## config.mk

```make
export PLATFORM = sky130hd
export DESIGN_NAME = npc_predictor
export DESIGN_NICKNAME = d
export VERILOG_FILES = /design/src/rtl/npc_predictor.sv
export SDC_FILE = /design/constraint.sdc
export NUM_CORES = 2
export LEC_CHECK = 0
export ABC_AREA = 1
export BUFFER_PORTS_ARGS = -buffer_cell sky130_fd_sc_hd__buf_2
export CAP_MARGIN = 10
export CORE_ASPECT_RATIO = 1.25
export CORE_UTILIZATION = 25
export DETAILED_ROUTE_END_ITERATION = 10
export SYNTH_ARGS = -nofsm -noshare
export SYNTH_HDL_FRONTEND = slang
export SYNTH_SLANG_ARGS = --single-unit
```

## constraint.sdc

```tcl
create_clock -name clk -period 10.2 [get_ports clk]
set_input_delay 1.02 -clock clk [delete_from_list [all_inputs] [get_ports clk]]
set_output_delay 1.02 -clock clk [all_outputs]
set_load 0.02 [all_outputs]
```

## src/rtl/npc_predictor.sv

```systemverilog
// npc_predictor: next-PC mux with a direct-mapped BTB and 2-bit saturating direction counters
module npc_predictor #(
    parameter int ADDR_W      = 32,
    parameter int BTB_ENTRIES = 16,
    parameter int CNT_W       = 2,
    parameter int PRED_EN     = 1
) (
    input  logic              clk,
    input  logic              rst,
    input  logic [ADDR_W-1:0] pc_if,
    input  logic              jal,
    input  logic [ADDR_W-1:0] jal_target,
    input  logic              jalr,
    input  logic [ADDR_W-1:0] jalr_target,
    input  logic              ex_br,
    input  logic [ADDR_W-1:0] ex_pc,
    input  logic              ex_taken,
    input  logic [ADDR_W-1:0] ex_target,
    input  logic              ex_pred_taken,
    input  logic [ADDR_W-1:0] ex_pred_target,
    output logic [ADDR_W-1:0] NPC,
    output logic              pred_taken_if,
    output logic [ADDR_W-1:0] pred_target_if,
    output logic              mispredict,
    output logic [31:0]       br_count,
    output logic [31:0]       mispred_count
);
    localparam int IDX_W = $clog2(BTB_ENTRIES);
    localparam int TAG_W = ADDR_W - IDX_W - 2;
    localparam logic [CNT_W-1:0] CNT_MAX = '1;
    localparam logic [CNT_W-1:0] CNT_WT = CNT_W'(1) << (CNT_W - 1);
    localparam logic [ADDR_W-1:0] FOUR = ADDR_W'(4);
    logic              valid_q  [BTB_ENTRIES];
    logic [TAG_W-1:0]  tag_q    [BTB_ENTRIES];
    logic [ADDR_W-1:0] target_q [BTB_ENTRIES];
    logic [CNT_W-1:0]  cnt_q    [BTB_ENTRIES];
    logic [IDX_W-1:0]  idx_if, idx_ex;
    logic [TAG_W-1:0]  tag_if, tag_ex;
    logic              hit_if, hit_ex;
    assign idx_if = pc_if[IDX_W+1:2];
    assign tag_if = pc_if[ADDR_W-1:IDX_W+2];
    assign idx_ex = ex_pc[IDX_W+1:2];
    assign tag_ex = ex_pc[ADDR_W-1:IDX_W+2];
    assign hit_if = (PRED_EN != 0) && valid_q[idx_if] && (tag_q[idx_if] == tag_if);
    assign hit_ex = valid_q[idx_ex] && (tag_q[idx_ex] == tag_ex);
    assign pred_taken_if  = hit_if && cnt_q[idx_if][CNT_W-1];
    assign pred_target_if = hit_if ? target_q[idx_if] : pc_if + FOUR;
    assign mispredict = ex_br && ((ex_taken != ex_pred_taken) ||
                        (ex_taken && ex_pred_taken && (ex_target != ex_pred_target)));
    // EX redirect outranks ID/EX jumps, which outrank the fetch-stage guess
    assign NPC = mispredict    ? (ex_taken ? ex_target : ex_pc + FOUR) :
                 jalr          ? jalr_target :
                 jal           ? jal_target :
                 pred_taken_if ? pred_target_if : pc_if + FOUR;
    always_ff @(posedge clk) begin
        if (rst) begin
            for (int i = 0; i < BTB_ENTRIES; i++) begin
                valid_q[i] <= 1'b0;
                cnt_q[i]   <= '0;
            end
            br_count      <= '0;
            mispred_count <= '0;
        end else begin
            br_count      <= br_count + 32'(ex_br);
            mispred_count <= mispred_count + 32'(mispredict);
            if (ex_br && PRED_EN != 0) begin
                if (hit_ex) begin
                    if (ex_taken) begin
                        cnt_q[idx_ex]    <= (cnt_q[idx_ex] == CNT_MAX) ? CNT_MAX : cnt_q[idx_ex] + 1'b1;
                        target_q[idx_ex] <= ex_target;
                    end else begin
                        cnt_q[idx_ex]    <= (cnt_q[idx_ex] == '0) ? '0 : cnt_q[idx_ex] - 1'b1;
                    end
                end else if (ex_taken) begin
                    valid_q[idx_ex]  <= 1'b1;
                    tag_q[idx_ex]    <= tag_ex;
                    target_q[idx_ex] <= ex_target;
                    cnt_q[idx_ex]    <= CNT_WT;
                end
            end
        end
    end
endmodule

```

==> impl_metrics.tcl <==
set metrics [dict create \
    overflow 0 \
    timing.hold.worst.start "mispred_count[31]" \
    inserted_clock_buffers 100 \
    routabilityCongestion 0.9686 \
    power.share.switching_pct 26.65 \
    r2r_start "tag_q[10][15]" \
    gr-usage-met2_pct 28.77 \
    antenna_found_initial 40 \
    clockRootBuffer "clkbuf_16" \
    ys_seq_area_share_pct 57.88 \
    synth_cell_types 55 \
    timing.final.crit_share_pct 70.79 \
    number_of_enable_type_register_cells_in_the_synthesized_netlist 960 \
    total_leakage_power_nw 22.98 \
    ys_ff_latch 1040 \
    post-dp-hpwl_um 128700 \
    core-area_mm2 0.2082 \
    yosysWarnings 0 \
    timing_hold_violations_final 0 \
    dpl.cell_count 8666 \
    synthCells 5855 \
    vias 44580 \
    p_comb_share_pct 11.6 \
    slew_violations 0 \
    numClockSinks 1040 \
    clock_path_buffers 3 \
    hold_path.class "reg -> reg" \
    critical_path.endpoint_type "primary output" \
    cts_resized 0 \
    wire_length_of_the_first_global_routing_pass_um 284900 \
    fillerInstances 21850 \
    sequential_cell_area_mm2 0.03043 \
    crit_fanout 167 \
    global_route.usage.met1_pct 23.46 \
    layout.cells.non_filler 8855 \
    dieHeight_um 514.7 \
    port-buffer-count 328 \
    postSynth.asyncResetShare_pct 0 \
    status "finished, final reports clean" \
    drt-pass1-iter-count 7 \
    power_report.internal_total_mw 6.939 \
    cts_hold_buffers 0 \
    layer_with_the_highest_usage "met2" \
    total_power_after_layout_mw 9.460 \
    crit_type "in -> out" \
    wl_per_cell_um 22.48 \
    flow.area_growth_from_synthesis_pct 14.04 \
    total_negative_slack_for_setup_checks_ns 0 \
    slew_at_the_pin_closest_to_its_max_slew_limit_ns 1.477 \
    vdd_drop_max_mv 0.1242 \
    required_ns 9.18 \
    maxClockFrequency_mhz 138.5 \
    total_switching_power_mw 2.521 \
    cp_data_arrival_time_ns 6.20 \
    layout_cell_share_with_drive_strength_beyond_1_pct 10.99 \
    die_w_um 412.1 \
    design.final.nets 6237 \
    slew_headroom_pct 1.536 \
    area_used_by_multi_input_combinational_logic_mm2 0.01840 \
    floorplan.rows 187 \
    wirelength_um 199100 \
    grt_util_all_layers_pct 18.10 \
    avgSynthCellArea_um2 8.979 \
    pwr_density_cell_mw_per_mm2 157.8 \
    syn_nets 6064 \
    die_area_mm2 0.2121 \
    postCtsSetupRepairBufs 0 \
    max_cap_violations 0 \
    crit_startpoint "pc_if[2]" \
    finClkSkew_ns 0.05205 \
    initial_utilization_pct 25.24 \
    unrepaired_setup_endpoints_after_global_routing "no" \
    power.clock.fraction_pct 38.7 \
    clk_latency_ns 0.74 \
    cts_tree "yes" \
    seq_power_share_pct 49.6 \
    grt_pass1_vias 41760 \
    time_the_final_worst_path_needs_with_i_o_delays_and_setup_ns 7.220 \
    vias_per_cell 5.034 \
    grtUsageMet3_pct 3.738 \
    worst_setup_hold_path_clk_slew_ns 0.06 \
    fin_util_pct 28.79 \
    pin_count 329 \
    netlist_area_mm2 0.05257 \
    htree_num_levels 3 \
    critical_path.startpoint_type "primary input" \
    drt-initial-drc-count 5292 \
    grt_max_degree 205 \
    synth_ff_type "edfxtp_1" \
    setup_viol 0 \
    route.detailed.drc 0 \
    final_antenna_net_count 0 \
]
metal layers:
| layer | routed length [um] | up-vias |
|---|---|---|
| met5 | 176 | - |
| li1 | - | 20110 |
| met3 | 20860 | 466 |
| met2 | 90370 | 2596 |
| met4 | 9319 | 26 |
| met1 | 78330 | 21380 |
cells by family (layout without fill, tap and decap cells):
logic type               count (synthesis)  in the layout  synth area share, %
multiplexers                             1              1              0.01904
adder cells (fa/ha/maj)                 10             10               0.2380
flip-flops                            1040           1040                57.88
AND/OR/NAND/NOR                       2682           2682                21.01
AO/OA/AOI/OAI                         1120           1120                11.72
buffers and inverters                  913           1162                7.647
other                                    0             11                    0
XOR/XNOR                                89             89                1.483
cell usage in the layout (no fill, tap or decap), types with 10 or more instances in the layout:
cell type | synthesis | routed
inv_2 | 13 | 13
a21oi_2 | 10 | 10
o21ai_0 | 509 | 509
o211ai_1 | 67 | 67
xor2_1 | 56 | 56
clkinv_2 | 0 | 17
nor3_1 | 57 | 57
buf_2 | 94 | 324
a221oi_1 | 24 | 24
nand4_1 | 35 | 35
edfxtp_1 | 960 | 960
nor2_1 | 782 | 746
nor4_1 | 19 | 19
diode_2 | 0 | 11
nand2_4 | 11 | 11
nor3b_1 | 10 | 10
o21ai_1 | 87 | 87
nor2_4 | 3 | 39
nand3_1 | 342 | 341
or2_2 | 13 | 13
inv_1 | 556 | 555
o22ai_1 | 106 | 106
xnor2_1 | 33 | 33
clkinv_1 | 8 | 29
nor2_2 | 23 | 23
dfxtp_1 | 80 | 80
ha_1 | 10 | 10
a21oi_1 | 264 | 264
a31oi_1 | 26 | 26
clkbuf_1 | 136 | 20
buf_4 | 35 | 71
nand2_1 | 1365 | 1365
o221ai_1 | 12 | 12
clkbuf_16 | 0 | 100
path summary, 6_finish.rpt:
check / cells past startpoint / to / slack [ns]
min: 2 / mispred_count[31] / 0.48
max: 24 / NPC[8] / 2.98
max reg2reg: 17 / tag_q[3][18] / 5.40
min reg2reg: 2 / mispred_count[31] / 0.48
power by group through the flow:
stage,logic (mW),clock network (mW),registers [mW]
after global placement,1.07,0,4.79
after detailed placement,1.08,0,4.79
final,1.10,3.67,4.70
after global routing,1.17,3.85,4.70
after floorplan,0.621,0,4.79
after CTS,1.08,3.70,4.70
sequential cells by signal (all words and copies together), names as in the netlist:
name and cells:
cnt_q 32, target_q 512, br_count 32, valid_q 16
tag_q 416, mispred_count 32
worst max-delay path: stages:
cell      delay [ns]
buf_8           0.58
clkinv_8        0.75
buf_4           0.65
nand2_1         0.16
nand3_1         0.07
nand2_1         0.10
nand2_1         0.05
nand2_1         0.12
clkinv_1        0.10
nand2_1         0.10
nand2_1         0.06
nand2_1         0.11
nand2_1         0.06
nor2_1          0.14
nand3_1         0.30
nor2_2          0.48
inv_2           0.42
nand2_1         0.18
nand3_1         0.09
nand2_1         0.14
nand2_1         0.08
nand2_1         0.06
nand2_1         0.05
buf_2           0.16
final cells by class:
cell class              instances  area share (%)
diodes                         11         0.04592
clock buffers                 122           4.345
multi-input cells            3902           30.70
repair buffers                405           3.888
inverters                     579           3.665
well taps                    2740           5.719
clock inverters                56          0.8807
flip-flops and latches       1040           50.76
per-stage QoR:
| step | setup WS [ns] | cell area, um^2 | hold slack (ns) |
|---|---|---|---|
| 3_3_place_gp | 3.145 | 56790 | 0.4607 |
| 6_report | 2.980 | 59950 | 0.4812 |
| 5_1_grt | 2.595 | 59930 | 0.5153 |
| 3_5_place_dp | 3.148 | 56790 | 0.4681 |
| 2_1_floorplan | 5.718 | 52570 | 0.4503 |
| 4_1_cts | 3.115 | 59920 | 0.4814 |
cells in the mapped netlist (4+ instances only):
cell | number | area (um^2)
nand2_1 | 1365 | 5124
edfxtp_1 | 960 | 28830
nor2_1 | 782 | 2935
inv_1 | 556 | 2087
o21ai_0 | 509 | 2547
nand3_1 | 342 | 1712
a21oi_1 | 264 | 1321
clkbuf_1 | 136 | 510.5
o22ai_1 | 106 | 663.1
buf_2 | 94 | 470.5
o21ai_1 | 87 | 435.4
dfxtp_1 | 80 | 1602
o211ai_1 | 67 | 503.0
nor3_1 | 57 | 285.3
xor2_1 | 56 | 490.5
buf_6 | 43 | 484.2
buf_4 | 35 | 262.8
nand4_1 | 35 | 219.0
xnor2_1 | 33 | 289.0
a31oi_1 | 26 | 162.7
buf_1 | 25 | 93.84
a221oi_1 | 24 | 210.2
nor2_2 | 23 | 143.9
nor4_1 | 19 | 118.9
inv_2 | 13 | 48.80
or2_2 | 13 | 81.33
o221ai_1 | 12 | 105.1
nand2_4 | 11 | 123.9
a21oi_2 | 10 | 87.58
ha_1 | 10 | 125.1
nor3b_1 | 10 | 75.07
clkinv_1 | 8 | 30.03
nand3_2 | 6 | 60.06
nand2_2 | 4 | 25.02
o21a_1 | 4 | 30.03
Note: power is estimated with default switching activity, not from simulation.
